### config.mk
export PLATFORM = sky130hd
export DESIGN_NAME = msk_gf2n_mul_hpc3_pipe_flat
export DESIGN_NICKNAME = d
export VERILOG_FILES = /design/src/rtl/msk_gf2n_mul_hpc3_pipe_if.sv /design/src/rtl/msk_gf2n_mul_hpc3_pipe.sv /design/src/flat_wrapper.sv
export SDC_FILE = /design/constraint.sdc
export NUM_CORES = 1
export LEC_CHECK = 0
export ABC_AREA = 1
export BUFFER_PORTS_ARGS = -buffer_cell sky130_fd_sc_hd__buf_2
export CAP_MARGIN = 20
export CORE_UTILIZATION = 40
export DETAILED_ROUTE_END_ITERATION = 6
export PLACE_DENSITY = 0.6
export SLEW_MARGIN = 20
export SYNTH_ARGS = -nofsm -noshare
export SYNTH_HDL_FRONTEND = slang
export SYNTH_SLANG_ARGS = --single-unit
### constraint.sdc
create_clock -name clk -period 2.9 [get_ports clk]
set_input_delay 0.435 -clock clk [delete_from_list [all_inputs] [get_ports clk]]
set_output_delay 0.435 -clock clk [all_outputs]
set_load 0.02 [all_outputs]
### src/rtl/msk_gf2n_mul_hpc3_pipe_if.sv
// Stream bundle for the masked GF(2^W) multiplier: operand/randomness input side and
// product-sharing output side, each with its own valid/ready pair.
`ifndef DEFAULTSHARES
`define DEFAULTSHARES 2
`endif

interface msk_gf2n_mul_hpc3_pipe_if #(
  parameter int unsigned d = `DEFAULTSHARES,
  parameter int unsigned W = 4
);
  logic                     in_valid;
  logic                     in_ready;
  logic [d*W-1:0]           in_a;
  logic [d*W-1:0]           in_b;
  logic [d*(d-1)*W-1:0]     rnd;
  logic                     out_valid;
  logic                     out_ready;
  logic [d*W-1:0]           out_c;

  modport master (
    output in_valid, in_a, in_b, rnd, out_ready,
    input  in_ready, out_valid, out_c
  );

  modport slave (
    input  in_valid, in_a, in_b, rnd, out_ready,
    output in_ready, out_valid, out_c
  );
endinterface

### src/rtl/msk_gf2n_mul_hpc3_pipe.sv
// d-share HPC3 masked multiplier over GF(2^W) with one valid/ready register stage.
// All state shares a single enable, so a stall never mixes shares of different inputs.
`ifndef DEFAULTSHARES
`define DEFAULTSHARES 2
`endif

module msk_gf2n_mul_hpc3_pipe #(
  parameter int unsigned d    = `DEFAULTSHARES,
  parameter int unsigned W    = 4,
  parameter logic [W:0]  POLY = 'h13
) (
  input logic                     clk,
  input logic                     rst_n,
  msk_gf2n_mul_hpc3_pipe_if.slave bus
);

  function automatic logic [W-1:0] gf_mul(input logic [W-1:0] x, input logic [W-1:0] y);
    logic [W-1:0] acc;
    logic [W-1:0] sh;
    acc = '0;
    sh  = x;
    for (int unsigned k = 0; k < W; k++) begin
      if (y[k]) acc = acc ^ sh;
      sh = {sh[W-2:0], 1'b0} ^ (sh[W-1] ? POLY[W-1:0] : '0);
    end
    return acc;
  endfunction

  logic [W-1:0] a_sh [d];
  logic [W-1:0] b_sh [d];
  logic [W-1:0] u_d  [d][d-1];
  logic [W-1:0] v_d  [d][d-1];
  logic [W-1:0] u_q  [d][d-1];
  logic [W-1:0] v_q  [d][d-1];
  logic [W-1:0] a_q  [d];
  logic         valid_q;
  logic         accept;
  logic [d*W-1:0] c_d;

  for (genvar i = 0; i < d; i++) begin : g_unpack
    assign a_sh[i] = bus.in_a[i*W +: W];
    assign b_sh[i] = bus.in_b[i*W +: W];
  end

  // Each unordered pair (lo, hi) owns two randomness words, shared by both directions.
  for (genvar i = 0; i < d; i++) begin : g_row
    for (genvar j = 0; j < d; j++) begin : g_col
      if (j != i) begin : g_pair
        localparam int unsigned J2 = (j < i) ? j : j - 1;
        localparam int unsigned Lo = (i < j) ? i : j;
        localparam int unsigned Hi = (i < j) ? j : i;
        localparam int unsigned P  = Lo * d - Lo * (Lo + 1) / 2 + (Hi - 1 - Lo);
        logic [W-1:0] r0;
        logic [W-1:0] r1;
        assign r0 = bus.rnd[2*P*W +: W];
        assign r1 = bus.rnd[(2*P+1)*W +: W];
        if (J2 == 0) begin : g_first
          // First cross term also carries the a_i*b_i self product.
          assign u_d[i][J2] = gf_mul(a_sh[i], b_sh[i] ^ r0) ^ r1;
        end else begin : g_rest
          assign u_d[i][J2] = gf_mul(a_sh[i], r0) ^ r1;
        end
        assign v_d[i][J2] = b_sh[j] ^ r0;
      end
    end
  end

  assign bus.in_ready = !valid_q | bus.out_ready;
  assign accept       = bus.in_valid & bus.in_ready;

  always_ff @(posedge clk) begin
    if (!rst_n) begin
      valid_q <= 1'b0;
      for (int unsigned i = 0; i < d; i++) begin
        a_q[i] <= '0;
        for (int unsigned j = 0; j < d - 1; j++) begin
          u_q[i][j] <= '0;
          v_q[i][j] <= '0;
        end
      end
    end else if (accept) begin
      valid_q <= 1'b1;
      for (int unsigned i = 0; i < d; i++) begin
        a_q[i] <= a_sh[i];
        for (int unsigned j = 0; j < d - 1; j++) begin
          u_q[i][j] <= u_d[i][j];
          v_q[i][j] <= v_d[i][j];
        end
      end
    end else if (bus.out_ready) begin
      valid_q <= 1'b0;
    end
  end

  // Second half of the product is formed only from registered values.
  always_comb begin
    c_d = '0;
    for (int unsigned i = 0; i < d; i++) begin
      for (int unsigned j = 0; j < d - 1; j++) begin
        c_d[i*W +: W] = c_d[i*W +: W] ^ u_q[i][j] ^ gf_mul(a_q[i], v_q[i][j]);
      end
    end
  end

  assign bus.out_c     = c_d;
  assign bus.out_valid = valid_q;

endmodule

### src/flat_wrapper.sv
// flat-port wrapper written by rule: the top's interface ports become plain ports
module msk_gf2n_mul_hpc3_pipe_flat 
#(
  parameter int unsigned d    = `DEFAULTSHARES,
  parameter int unsigned W    = 4,
  parameter logic [W:0]  POLY = 'h13
)
  (clk, rst_n, bus_in_valid, bus_in_a, bus_in_b, bus_rnd, bus_out_ready, bus_in_ready, bus_out_valid, bus_out_c);
  msk_gf2n_mul_hpc3_pipe_if #(.d(d), .W(W)) bus_i ();
  input logic clk;
  input logic rst_n;
  input wire logic [$bits(bus_i.in_valid)-1:0] bus_in_valid;
  input wire logic [$bits(bus_i.in_a)-1:0] bus_in_a;
  input wire logic [$bits(bus_i.in_b)-1:0] bus_in_b;
  input wire logic [$bits(bus_i.rnd)-1:0] bus_rnd;
  input wire logic [$bits(bus_i.out_ready)-1:0] bus_out_ready;
  output wire logic [$bits(bus_i.in_ready)-1:0] bus_in_ready;
  output wire logic [$bits(bus_i.out_valid)-1:0] bus_out_valid;
  output wire logic [$bits(bus_i.out_c)-1:0] bus_out_c;
  assign bus_i.in_valid = bus_in_valid;
  assign bus_i.in_a = bus_in_a;
  assign bus_i.in_b = bus_in_b;
  assign bus_i.rnd = bus_rnd;
  assign bus_i.out_ready = bus_out_ready;
  assign bus_in_ready = bus_i.in_ready;
  assign bus_out_valid = bus_i.out_valid;
  assign bus_out_c = bus_i.out_c;
  msk_gf2n_mul_hpc3_pipe #(.d(d), .W(W), .POLY(POLY)) u_core (.clk(clk), .rst_n(rst_n), .bus(bus_i));
endmodule
=== Word level (Yosys, flattened, before mapping) ===
Memory sizes are Yosys's and may differ from the RTL's.
Cells that the tools add are included.

* Bitwise operators: 38
* Reduce and logical (&&, ||, !) cells: 2
* Multiplexer cells: 40

{| class="wikitable"
|+ Operator list
! kind !! number
|-
| 4-bit bitwise XOR || 30
|-
| 4-bit 2-to-1 mux || 22
|-
| 2-bit 2-to-1 mux || 12
|-
| 1-bit bitwise OR || 7
|-
| 1-bit 2-to-1 mux || 6
|-
| 2-bit nonzero test || 1
|-
| 1-bit bitwise AND || 1
|-
| 1-bit logical NOT || 1
|}

* Memories kept: 3
* Flip-flop bits (word level): 1
* Memory bits (writable): 24
* Word-level logic and storage cells: 84
* Output and inout port bits: 10

{| class="wikitable"
|+ Memory list
! name !! words !! width !! rd ports !! clocked after Yosys merged registers in !! wr ports !! RTL line !! text
|-
| u_core.a_q || 2 || 4 || 2 || 0 || 2 || msk_gf2n_mul_hpc3_pipe.sv:35 || <nowiki>logic [W-1:0] a_q [d];</nowiki>
|-
| u_core.u_q || 2 || 4 || 2 || 0 || 2 || msk_gf2n_mul_hpc3_pipe.sv:33 || <nowiki>logic [W-1:0] u_q [d][d-1];</nowiki>
|-
| u_core.v_q || 2 || 4 || 2 || 0 || 2 || msk_gf2n_mul_hpc3_pipe.sv:34 || <nowiki>logic [W-1:0] v_q [d][d-1];</nowiki>
|}

=== Logic depth before layout (Yosys ltp) ===
Gate-level depths: netlist (run 1).

* Depth after elaboration: 10
* Mapped depth: 11

=== Least setup slack after synthesis (run 1) ===
No wires, ideal clock.

* Path type: input-to-reg
* Start point: in bus_out_ready
* End point: mem u_core.a_q[0][0], enable pin
* Library setup time: 381 ps
* Path slack: 1159 ps
* Cell stages on the path: 4
* Data arrival time: 1360 ps
* Path buffers: 0
* Cell sequence: inv_1 nand2_1 nand2_1 nand2_1

{| class="wikitable"
|+ RTL lines
! what !! RTL line !! text
|-
| from (decl) || flat_wrapper.sv:16 || <nowiki>input wire logic [$bits(bus_i.out_ready)-1:0] bus_out_ready;</nowiki>
|-
| to (decl) || msk_gf2n_mul_hpc3_pipe.sv:35 ||
|}

==> results.md, run 1 <==
- Status: completed
- Worst EP arrival: 1.70 ns
- Clock Tree Root: clkbuf_8
- Post-CTS Setup Bufs: 0
- Commonest non-fill, non-tap cell in the layout: nand2_1
- WL per Instance: approximately 10 microns
- Setup Skew: ~0.0077 ns
- Syn-to-layout area delta: 13.1%
- Die Wd: 79.1 microns
- Mean Syn Cell Area: 6.27 sq um
- Drt pass-1 iters: 4
- Synth top area cells: edfxtp_1 (30%), nand2_1 (24%), inv_1 (9.2%)
- Crit-path cells: or2_1 > nand3_1 > xor2_1 > nand2_1 > nand3_1 > nand2_1 > buf_2
- Number of synthesized register bits: 25
- Total length of routed wires: 5.09 mm
- Post-synthesis mux area share: 0%
- Vias in the first global route: about 2100
- Die area: 6250 sq um
- Slew headroom: 79.8%
- Setup_tns: 0 ns
- Final instance area: 2690 sq um
- Worst setup SP type: flip-flop
- Clk buf depth: 2
- Htree depth: 1
- Largest net degree at the start of global routing: 25
- Largest family of logic cells by synthesized area: simple AND/OR/NAND/NOR gates
- Crit path largest cell delay: 0.47 ns
- WS Path Type: flip-flop to output port
- RePlAce Congestion: 0.863
- Seq/Total Area, Yosys: approximately 31%
- Syn Std Cell Area: 2370 sq um
- Synthesized Nets: 407
- YS warnings: 0
- VDD IR max: 174 uV
- CTS tree: built
- Row count: 27
- NumNets Final: 447
- Slew Limit Fails: 0
- CTS Buf Count: 3
- Remaining Overflow, GRT: 0
- Core area: 5610 sq um
- Crit path max fanout: 7
- Req. time, crit path: 2.47 ns
- Post-synthesis cell type count: 19
- Final worst slack: 0.767 ns
- Min cycle time layout: 2.13 ns
- Filler Cells Inserted: 615
- Adder-cell share of the synthesized area: 0%
- Synth area leader: edfxtp_1
- Layout cells sized above 1: 11.2%
- All-Layer GR Usage: 18.0%
- Multi-input logic area: 1400 sq um
- Yosys top cell area share: 30.3%
- # IOs: 38
- Synth Area in Simple Gates: 40.9%
- Max-cap violations: 0
- Initial antenna violation count: 0
- Clk Latency, worst-skew pair: around 0.26 ns
- Placed cell areas: roughly 2600 sq um
- Final Cycle Share: 73.6%
- Most frequent cells in the layout: nand2_1 (153), inv_1 (58), nand3_1 (42)
- Fmax: roughly 470 MHz
- Post-synthesis compound-gate area fraction: under 10%
- DIE HEIGHT: 79.1 microns
- Vias: 2262
- Remaining antenna violation count: 0
- RSZ-0062 raised after global routing: false
- Crit-path slowest cell: edfxtp_1
- FF/Latch Area: about 740 sq um
- Hold violation total from the final report: 0
- Worst hold slack: between 0.4 and 0.5 ns
- Static Leak: about 0.0014 uW
- Cts hold-fix bufs: 0
- Post-cts sizing count: 0
- First-pass GRT wire length: 8.91 mm
- Starting Density: 42.3%
- IO buf count: 37
- Final setup vio count: 0
- # diodes: 0
- Min-delay worst type: primary input to flip-flop
- Critical Path Sink Type: output port
- Pwr dens: 394 nW/um^2
- Iter 0 DRT Violations: 100
- Clk slew on worst S/H paths: 0.08 ns
- Final Util: 47.9%
- Pre-CTS setup slack: 1.07 ns
- Post-Synth XOR/XNOR Area: between 10% and 20%
- Clk sink count: 25
- Worst-margin pin slew: 0.302 ns
- Post-route DRC: 0
- Vias per cell: 4.62
- Post-synthesis cell count: 379
- Hpwl dp: 4.20 mm
## per-layer routing
layer  wire length [microns]  track usage, %  vias to the layer above  share of wire, %
met5                       0               0                        -                 0
met3                     217            1.49                        7               4.3
met2                    2190            29.5                       51                43
met1                    2580            25.1                      970                51
li1                        -               -                     1234                 -
met4                      98            5.64                        0               1.9
## flip-flops by register name, summed over array words and instances, names as in the netlist
register / count
u_core.a_q: 8
u_core.bus.out_valid: 1
u_core.u_q: 8
u_core.v_q: 8
## layout make-up
cell class | instances | area share, %
Clock buffer | 4 | 1.68
Tap cell | 72 | 3.36
Timing Repair Buffer | 38 | 7.18
Inverter | 59 | 8.25
Multi-Input combinational cell | 292 | 52.0
Sequential cell | 25 | 27.6
## power breakdown
group	internal, uW	switching, uW	leakage, uW	total, uW
combinational	150	254	0.00115	403
sequential	432	27.0	0.000270	459
clock	98.0	98.0	0.0000228	196
total	679	379	0.00144	1060
## critical path, delay by kind of cell (launching register included)
family | cells | cell delay (ns)
xor gates and xnor gates | 1 | 0.21
buffers and inverters | 1 | 0.15
DFF | 1 | 0.47
and+or+nand+nor | 5 | 0.61
## cell usage after synthesis, drive strengths merged
master / n
o21ai: 2
dfxtp: 1
xnor2: 21
or2: 1
nand2: 154
nand3: 42
buf: 3
edfxtp: 24
nor2: 41
xor2: 21
nand4: 1
inv: 59
a21oi: 9
## per-stage QoR
| step | cells | power [uW] |
|---|---|---|
| after global placement | 486 | 866 |
| after global routing | 490 | 1140 |
| after floorplan | 379 | 762 |
| final | 490 | 1060 |
| after CTS | 490 | 1070 |
| after detailed placement | 486 | 871 |
## logic make-up (layout without fill, tap and decap cells)
group           Yosys count  count (layout)
buf+inv                  62             101
simple gates            239             239
xor+xnor                 42              42
compound gates           11              11
flops                    25              25
## path summary, 6_finish.rpt
check | startpoint | endpoint | slack [ns] | cells after the start
max | u_core.a_q[0][6] | bus_out_c[5] | 0.77 | 7
min | rst_n | u_core.bus.out_valid | 0.46 | 3
max reg2reg | u_core.bus.out_valid | u_core.v_q[0][3] | 1.58 | 5
min reg2reg | u_core.bus.out_valid | u_core.bus.out_valid | 0.52 | 2
(Power assumes the default switching activity.)
==> inputs of run 2 (changes only) <==
--- a/config.mk
+++ b/config.mk
@@ -5,12 +5,12 @@
 export SDC_FILE = /design/constraint.sdc
 export NUM_CORES = 1
 export LEC_CHECK = 0
-export ABC_AREA = 1
+export ABC_AREA = 0
 export BUFFER_PORTS_ARGS = -buffer_cell sky130_fd_sc_hd__buf_2
 export CAP_MARGIN = 20
 export CORE_UTILIZATION = 40
 export DETAILED_ROUTE_END_ITERATION = 6
-export PLACE_DENSITY = 0.6
+export PLACE_DENSITY = 0.63
 export SLEW_MARGIN = 20
 export SYNTH_ARGS = -nofsm -noshare
 export SYNTH_HDL_FRONTEND = slang
==> constraint.sdc (replaced) <==
create_clock -name clk -period 1.76 [get_ports clk]
set_input_delay 0.264 -clock clk [delete_from_list [all_inputs] [get_ports clk]]
set_output_delay 0.264 -clock clk [all_outputs]
set_load 0.02 [all_outputs]
==> run 2 against run 1 <==
The run now ends with setup timing left; clock skew is 0.0065 ns lower; setup slack got worse by 0.90 ns; clock power grew 62%; first-iteration DRC count fell by 58%; power is 86% higher; synthesized cell count is 41% lower; die area down 10%; critical endpoint is now bus_out_c[2]; largest cell class unchanged; largest power group is now combinational cells; highest routed layer unchanged.
==> results.md, run 2 <==
- Worst-margin pin slew: 0.424 ns (was 0.302 ns)
- Most frequent cells in the layout: xnor2_1 (35), nand2_1 (32), buf_2 (29) (was nand2_1 (153), inv_1 (58), nand3_1 (42))
- Remaining Overflow, GRT: 0 (unchanged)
- WS Path Type: flip-flop to output port (unchanged)
- # diodes: 0 (unchanged)
- First-pass GRT wire length: 6.65 mm (was 8.91 mm)
- Core area: 5110 sq um (was 5610 sq um)
- RR Startpoint: u_core.bus.out_valid (unchanged)
- Final setup vio count: 8 (was 0)
- Layout cells sized above 1: 30.7% (was 11.2%)
- Grt met1 use: 21.5% (was 25.1%)
- CTS tree: built (unchanged)
- Min-delay worst type: primary input to flip-flop (unchanged)
- Met2 GRT Util: 26.5% (was 29.5%)
- Vias in the first global route: 1486 (was 2074)
- Post-synthesis cell type count: 29 (was 19)
- Critical Path Sink Type: output port (unchanged)
- Most Used Layer, Global Route: met2 (unchanged)
- Remaining antenna violation count: 0 (unchanged)
- Initial antenna violation count: 0 (unchanged)
- Hold violation total from the final report: 0 (unchanged)
- Vias: 1634 (was 2262)
- Syn-to-layout area delta: 27.2% (was 13.1%)
- Htree depth: 1 (unchanged)
- Mean Syn Cell Area: 9.48 sq um (was 6.27 sq um)
- Min cycle time layout: 1.89 ns
- Worst EP arrival: 1.63 ns (was 1.70 ns)
- Seq/Total Area, Yosys: 34.9% (was 31.2%)
- IO buf count: 37 (unchanged)
- Final std cells w/o fill: 350 (was 490)
- YS warnings: 0 (unchanged)
- Setup Skew: 0.00121 ns (was 0.00769 ns)
- Number of synthesized register bits: 25 (unchanged)
- Max-cap violations: 0 (unchanged)
- CP endpoint: bus_out_c[2] (was bus_out_c[5])
- Slew Limit Fails: 0 (unchanged)
- Clk Latency, worst-skew pair: 0.26 ns (about the same)
- Slew headroom: 71.5% (was 79.8%)
- Yosys top cell area share: 33.9% (was 30.3%)
- WL per Instance: 11.9 microns (was 10.4 microns)
- Fmax: between 500 and 600 MHz
- Iter 0 DRT Violations: 42 (was 100)
- Crit path launch: u_core.a_q[0][0] (was u_core.a_q[0][6])
- Drt pass-1 iters: 4 (unchanged)
- GR Util met3: 0.803% (was 1.49%)
- Req. time, crit path: 1.50 ns (was 2.47 ns)
- Crit Reg-Reg Endpoint: u_core.u_q[0][7] (was u_core.v_q[0][3])
- Multi-input logic area: 1450 sq um (was 1400 sq um)
- Clock Tree Root: clkbuf_8 (unchanged)
- Top_reg_cell synth: edfxtp_1 (unchanged)
- Synth top area cells: edfxtp_1 (34%), xnor2_1 (16%), xor2_1 (8.2%) (was edfxtp_1 (30%), nand2_1 (24%), inv_1 (9.2%))
- RSZ-0062 raised after global routing: true (was false)
- Die Wd: 74.9 microns (was 79.1 microns)
- Hpwl dp: 3.11 mm (was 4.20 mm)
- VDD IR max: 276 uV (was 174 uV)
- Post-route DRC: 0 (unchanged)
- Row count: 26 (was 27)
- Filler Cells Inserted: 473 (was 615)
- Post-synthesis cell count: 224 (was 379)
- Worst setup SP type: flip-flop (unchanged)
- Overall power: 1970 uW (was 1060 uW)
- FF/Latch Area: 741 sq um (unchanged)
- Starting Density: 41.6% (was 42.3%)
- Commonest cells in the netlist: xnor2_1 (39), nand2_1 (35), nor2_1 (30), edfxtp_1 (24), xor2_1 (20) (was nand2_1 (153), inv_1 (58), nand3_1 (42), nor2_1 (37), edfxtp_1 (24))
- DIE HEIGHT: 74.9 microns (was 79.1 microns)
- Vias per cell: 4.67 (was 4.62)
- # IOs: 38 (unchanged)
- Clk slew on worst S/H paths: 0.07 ns (was 0.08 ns)
- Synthesized Nets: 252 (was 407)
- Synth area leader: edfxtp_1 (unchanged)
- Static Leak: 0.00116 uW (was 0.00144 uW)
- Most frequent cell after synthesis: xnor2_1 (was nand2_1)
- Syn Std Cell Area: 2120 sq um (was 2370 sq um)
- Final worst slack: -0.130 ns (was 0.767 ns)
- Die area: 5610 sq um (was 6250 sq um)
- Post-synth EDFFs: 24 (unchanged)
- Crit path max fanout: 3 (was 7)
- Largest net degree at the start of global routing: 25 (unchanged)
- All-Layer GR Usage: 15.6% (was 18.0%)
- Pwr dens: 727 nW/um^2 (was 394 nW/um^2)
- NumNets Final: 309 (was 447)
- Dpl cells: 333 (was 486)
- Final Cycle Share: 107%
- Total length of routed wires: 4.18 mm (was 5.09 mm)
- Largest regs: u_core.a_q: 8 flops, u_core.u_q: 8 flops, u_core.v_q: 8 flops (unchanged)
- Flop-to-flop setup slack: 0.58 ns (was 1.58 ns)
- Commonest non-fill, non-tap cell in the layout: xnor2_1 (was nand2_1)
- Violated checks: setup timing
- Clk buf depth: 2 (unchanged)
- Status: complete, but fails checks (was completed)
- R2r worst-path depth: 4 (was 5)
- Asr flop ratio synth: 0% (unchanged)
- Final Util: 52.9% (was 47.9%)
- CTS Buf Count: 3 (unchanged)
- Clk sink count: 25 (unchanged)
- RePlAce Congestion: 0.823 (was 0.863)
-- run 2: cell type report --
cell class              instances  share of cell area, %
well taps                      70                   3.24
inverters                       1                  0.139
flip-flops and latches         25                   27.4
multi-input cells             191                   53.6
repair buffers                 59                   14.0
clock buffers                   4                   1.67
-- run 2: worst max-delay path, cell delays in order, from the launching register on --
cell and delay (ns):
edfxtp_1 0.46, xor2_1 0.25, a21o_1 0.14, o21ai_1 0.05, a21oi_1 0.16, xnor2_1 0.14, buf_4 0.16
-- run 2: power by group --
part | internal, uW | switching [uW]
clock | 161 | 155
sequential | 720 | 59.8
combinational | 459 | 411
-- run 2: layer usage --
metal | up-vias | share of wire (%)
li1 | 845 | -
met1 | 743 | 46
met2 | 39 | 49
met3 | 7 | 2.7
met4 | 0 | 1.7
met5 | - | 0
-- run 2: cells by family after synthesis --
logic type | after synthesis | share of synthesized area [%]
AND/OR/NAND/NOR | 94 | 20.1
multiplexers | 5 | 2.36
AO/OA/AOI/OAI | 23 | 6.24
XOR/XNOR | 69 | 34.4
flip-flops | 25 | 34.9
buffers and inverters | 8 | 2.00
-- run 2: worst min path at each step --
stage	to	cells after the start	start	slack [ns]
global route	u_core.bus.out_valid	2	rst_n	0.30
finish	u_core.bus.out_valid	3	bus_in_valid	0.27
global placement	u_core.bus.out_valid	3	bus_in_valid	0.54
floorplan	u_core.bus.out_valid	2	bus_in_valid	0.40
CTS	u_core.bus.out_valid	3	bus_in_valid	0.27
detailed placement	u_core.bus.out_valid	3	bus_in_valid	0.55
-- run 2: per-stage QoR --
step	cell area (sq um)	hold WS [ns]	setup slack, ns	TNS [ns]
floorplan	2120	0.403	0.0659	0
global route	2700	0.302	-0.222	-1.50
detailed placement	2430	0.550	-0.00266	-0.00266
finish	2700	0.272	-0.130	-0.600
CTS	2630	0.274	-0.0949	-0.590
global placement	2430	0.540	0.0267	0
-- run 2: what timing repair did --
item | in CTS | in global routing
hold buffers | 0 | 0
endpoints found under the setup margin | 8 | 8
setup buffers | 11 | 2
pin swaps | 22 | 9
hold endpoints to repair | 0 | 0
resized for setup | 20 | 15
==> inputs of run 3 (changes only) <==
--- a/config.mk
+++ b/config.mk
@@ -5,12 +5,12 @@
 export SDC_FILE = /design/constraint.sdc
 export NUM_CORES = 1
 export LEC_CHECK = 0
-export ABC_AREA = 0
+export ABC_AREA = 1
 export BUFFER_PORTS_ARGS = -buffer_cell sky130_fd_sc_hd__buf_2
 export CAP_MARGIN = 20
-export CORE_UTILIZATION = 40
+export CORE_UTILIZATION = 52
 export DETAILED_ROUTE_END_ITERATION = 6
-export PLACE_DENSITY = 0.63
+export PLACE_DENSITY = 0.77
 export SLEW_MARGIN = 20
 export SYNTH_ARGS = -nofsm -noshare
 export SYNTH_HDL_FRONTEND = slang
==> run 3 against run 2 <==
The flow still finishes with violations (setup timing); count of clock-buffer cells in the layout did not move; die area fell by 14%; sequential share of layout area fell by 1.4 points; clock skew rose by 0.0015 ns; via count rose by 44%; first-iteration DRC count rose by 100%; setup slack improved by 0.0073 ns; clock power rose by 1%; highest routed layer unchanged.
==> results.md, run 3 (same netlist as run 1, synthesis figures left out) <==
- Status: complete, but fails checks (unchanged)
- Violated checks: setup timing (unchanged)
- DIE HEIGHT: 69.6 microns (was 74.9 microns)
- Min-delay worst type: primary input to flip-flop (unchanged)
- Iter 0 DRT Violations: 84 (was 42)
- Hold depth: 3 (unchanged)
- Htree depth: 1 (unchanged)
- Clk slew on worst S/H paths: 0.07 ns (about the same)
- Pwr dens: 648 nW/um^2 (was 727 nW/um^2)
- Setup_tns: -0.621 ns (was -0.600 ns)
- Clk Latency, worst-skew pair: 0.26 ns (about the same)
- Vias per cell: 4.94 (was 4.67)
- Largest regs: u_core.a_q: 8 flops, u_core.u_q: 8 flops, u_core.v_q: 8 flops (unchanged)
- VDD IR max: 299 uV (was 276 uV)
- CTS Buf Count: 3 (unchanged)
- Worst EP arrival: 1.62 ns (was 1.63 ns)
- Row count: 24 (was 26)
- Total length of routed wires: 5.01 mm (was 4.18 mm)
- Worst hold slack: 0.294 ns (was 0.272 ns)
- Clk buf depth: 2 (unchanged)
- Vias in the first global route: 2081 (was 1486)
- Crit path max fanout: 6 (was 3)
- Die Wd: 69.6 microns (was 74.9 microns)
- IO buf count: 37 (unchanged)
- Starting Density: 54.2% (was 41.6%)
- Remaining antenna violation count: 0 (unchanged)
- Drt pass-1 iters: 4 (unchanged)
- Commonest non-fill, non-tap cell in the layout: nand2_1 (was xnor2_1)
- Hold violation total from the final report: 0 (unchanged)
- Most frequent cells in the layout: nand2_1 (150), inv_1 (58), nand3_1 (41) (was xnor2_1 (35), nand2_1 (32), buf_2 (29))
- Core area: 4380 sq um (was 5110 sq um)
- Slew headroom: 81.0% (was 71.5%)
- Flop-to-flop setup slack: 0.55 ns (was 0.58 ns)
- Layout cells sized above 1: 16.2% (was 30.7%)
- Clk sink count: 25 (unchanged)
- Worst hold endpoint: u_core.bus.out_valid (unchanged)
- Setup Skew: 0.00275 ns (was 0.00121 ns)
- Final setup vio count: 8 (unchanged)
- Post-route DRC: 0 (unchanged)
- Syn-to-layout area delta: 19.9% (was 27.2%)
- Hold_sp: rst_n (was bus_in_valid)
- Filler Cells Inserted: 388 (was 473)
- WS Path Type: flip-flop to output port (unchanged)
- Final Cycle Share: 107% (about the same)
- Die area: 4840 sq um (was 5610 sq um)
- Pre-CTS setup slack: 0.0973 ns (was -0.00266 ns)
- Slew Limit Fails: 0 (unchanged)
- Static Leak: 0.00154 uW (was 0.00116 uW)
- Max-cap violations: 0 (unchanged)
- Final worst slack: -0.123 ns (was -0.130 ns)
- Initial antenna violation count: 0 (unchanged)
- RR Startpoint: u_core.bus.out_valid (unchanged)
- Vias: 2354 (was 1634)
- RSZ-0062 raised after global routing: true (unchanged)
- WL per Instance: 10.5 microns (was 11.9 microns)
- Worst setup SP type: flip-flop (unchanged)
- Req. time, crit path: 1.50 ns (about the same)
- Min cycle time layout: 1.88 ns (was 1.89 ns)
- CTS tree: built (unchanged)
- NumNets Final: 454 (was 309)
- Crit Reg-Reg Endpoint: u_core.v_q[0][3] (was u_core.u_q[0][7])
- All-Layer GR Usage: 21.6% (was 15.6%)
- Remaining Overflow, GRT: 0 (unchanged)
- RePlAce Congestion: 0.945 (was 0.823)
- Fmax: 531 MHz (was 529 MHz)
- Largest net degree at the start of global routing: 25 (unchanged)
- Overall power: 1840 uW (was 1970 uW)
- Clock Tree Root: clkbuf_8 (unchanged)
- Hpwl dp: 4.07 mm (was 3.11 mm)
- # IOs: 38 (unchanged)
- # diodes: 0 (unchanged)
- R2r worst-path depth: 4 (unchanged)
- Worst-margin pin slew: 0.285 ns (was 0.424 ns)
- Critical Path Sink Type: output port (unchanged)
- First-pass GRT wire length: 8.49 mm (was 6.65 mm)
run 3: changes by cell type in the layout (fill, tap and decap cells not counted), moves of 7 or more:
cell	previous run	this run
nand2_1	32	150
inv_1	1	58
nand3_1	1	41
xnor2_1	35	15
buf_4	28	12
nor2b_1	9	0
and2_1	8	0
nor2_1	28	35
xnor3_1	7	0
run 3: repair_timing:
action,4_1_cts,5_1_grt
cloned,0,0
hold buffers,0,0
pin swaps,11,18
resized for setup,12,18
setup endpoints to repair,8,8
buffers inserted,3,3
run 3: routing by layer:
layer	track usage [%]	wire, microns	vias up
li1	-	-	1251
met3	1.31	170	7
met4	7.94	74	0
met2	38.2	2510	60
met1	27.6	2260	1036
met5	0	0	-
run 3: worst max path at each step:
| stage | end | startpoint |
|---|---|---|
| floorplan | u_core.a_q[0][0] | u_core.bus.out_valid |
| global placement | bus_out_c[5] | u_core.a_q[0][6] |
| detailed placement | bus_out_c[1] | u_core.a_q[0][3] |
| CTS | bus_out_c[5] | u_core.a_q[0][7] |
| global route | bus_out_c[5] | u_core.a_q[0][7] |
| finish | bus_out_c[5] | u_core.a_q[0][7] |
run 3: power by group:
group          switching [uW]  leakage (uW)  internal, uW  total, uW
clock                     160     0.0000228           161        321
sequential               49.5      0.000270           712        761
combinational             442       0.00125           321        763
total                     651       0.00154          1190       1840
run 3: final cells by class:
type / instances / area, sq um / share of cell area [%]
Timing Repair Buffer: 45 / 280 / 9.84
Multi-Input combinational cell: 292 / 1500 / 52.5
Tap cell: 52 / 65.1 / 2.28
Sequential cell: 25 / 741 / 26.0
Clock buffer: 4 / 45.0 / 1.58
Inverter: 59 / 221 / 7.78
run 3: stage by stage:
step	utilization (%)	instance area (sq um)	std cells
6_report	65.0	2850	477
3_5_place_dp	59.8	2620	467
2_1_floorplan	-	2370	379
4_1_cts	62.4	2740	474
5_1_grt	65.0	2850	477
3_3_place_gp	59.8	2620	467
run 3: worst max-delay path, cell delays in order (launching register included):
cell	delay [ns]
edfxtp_1	0.50
nand2_1	0.14
nand2_1	0.09
nor2_4	0.13
xnor2_1	0.16
nand2_1	0.08
nand3_1	0.07
nand2_1	0.06
buf_6	0.13
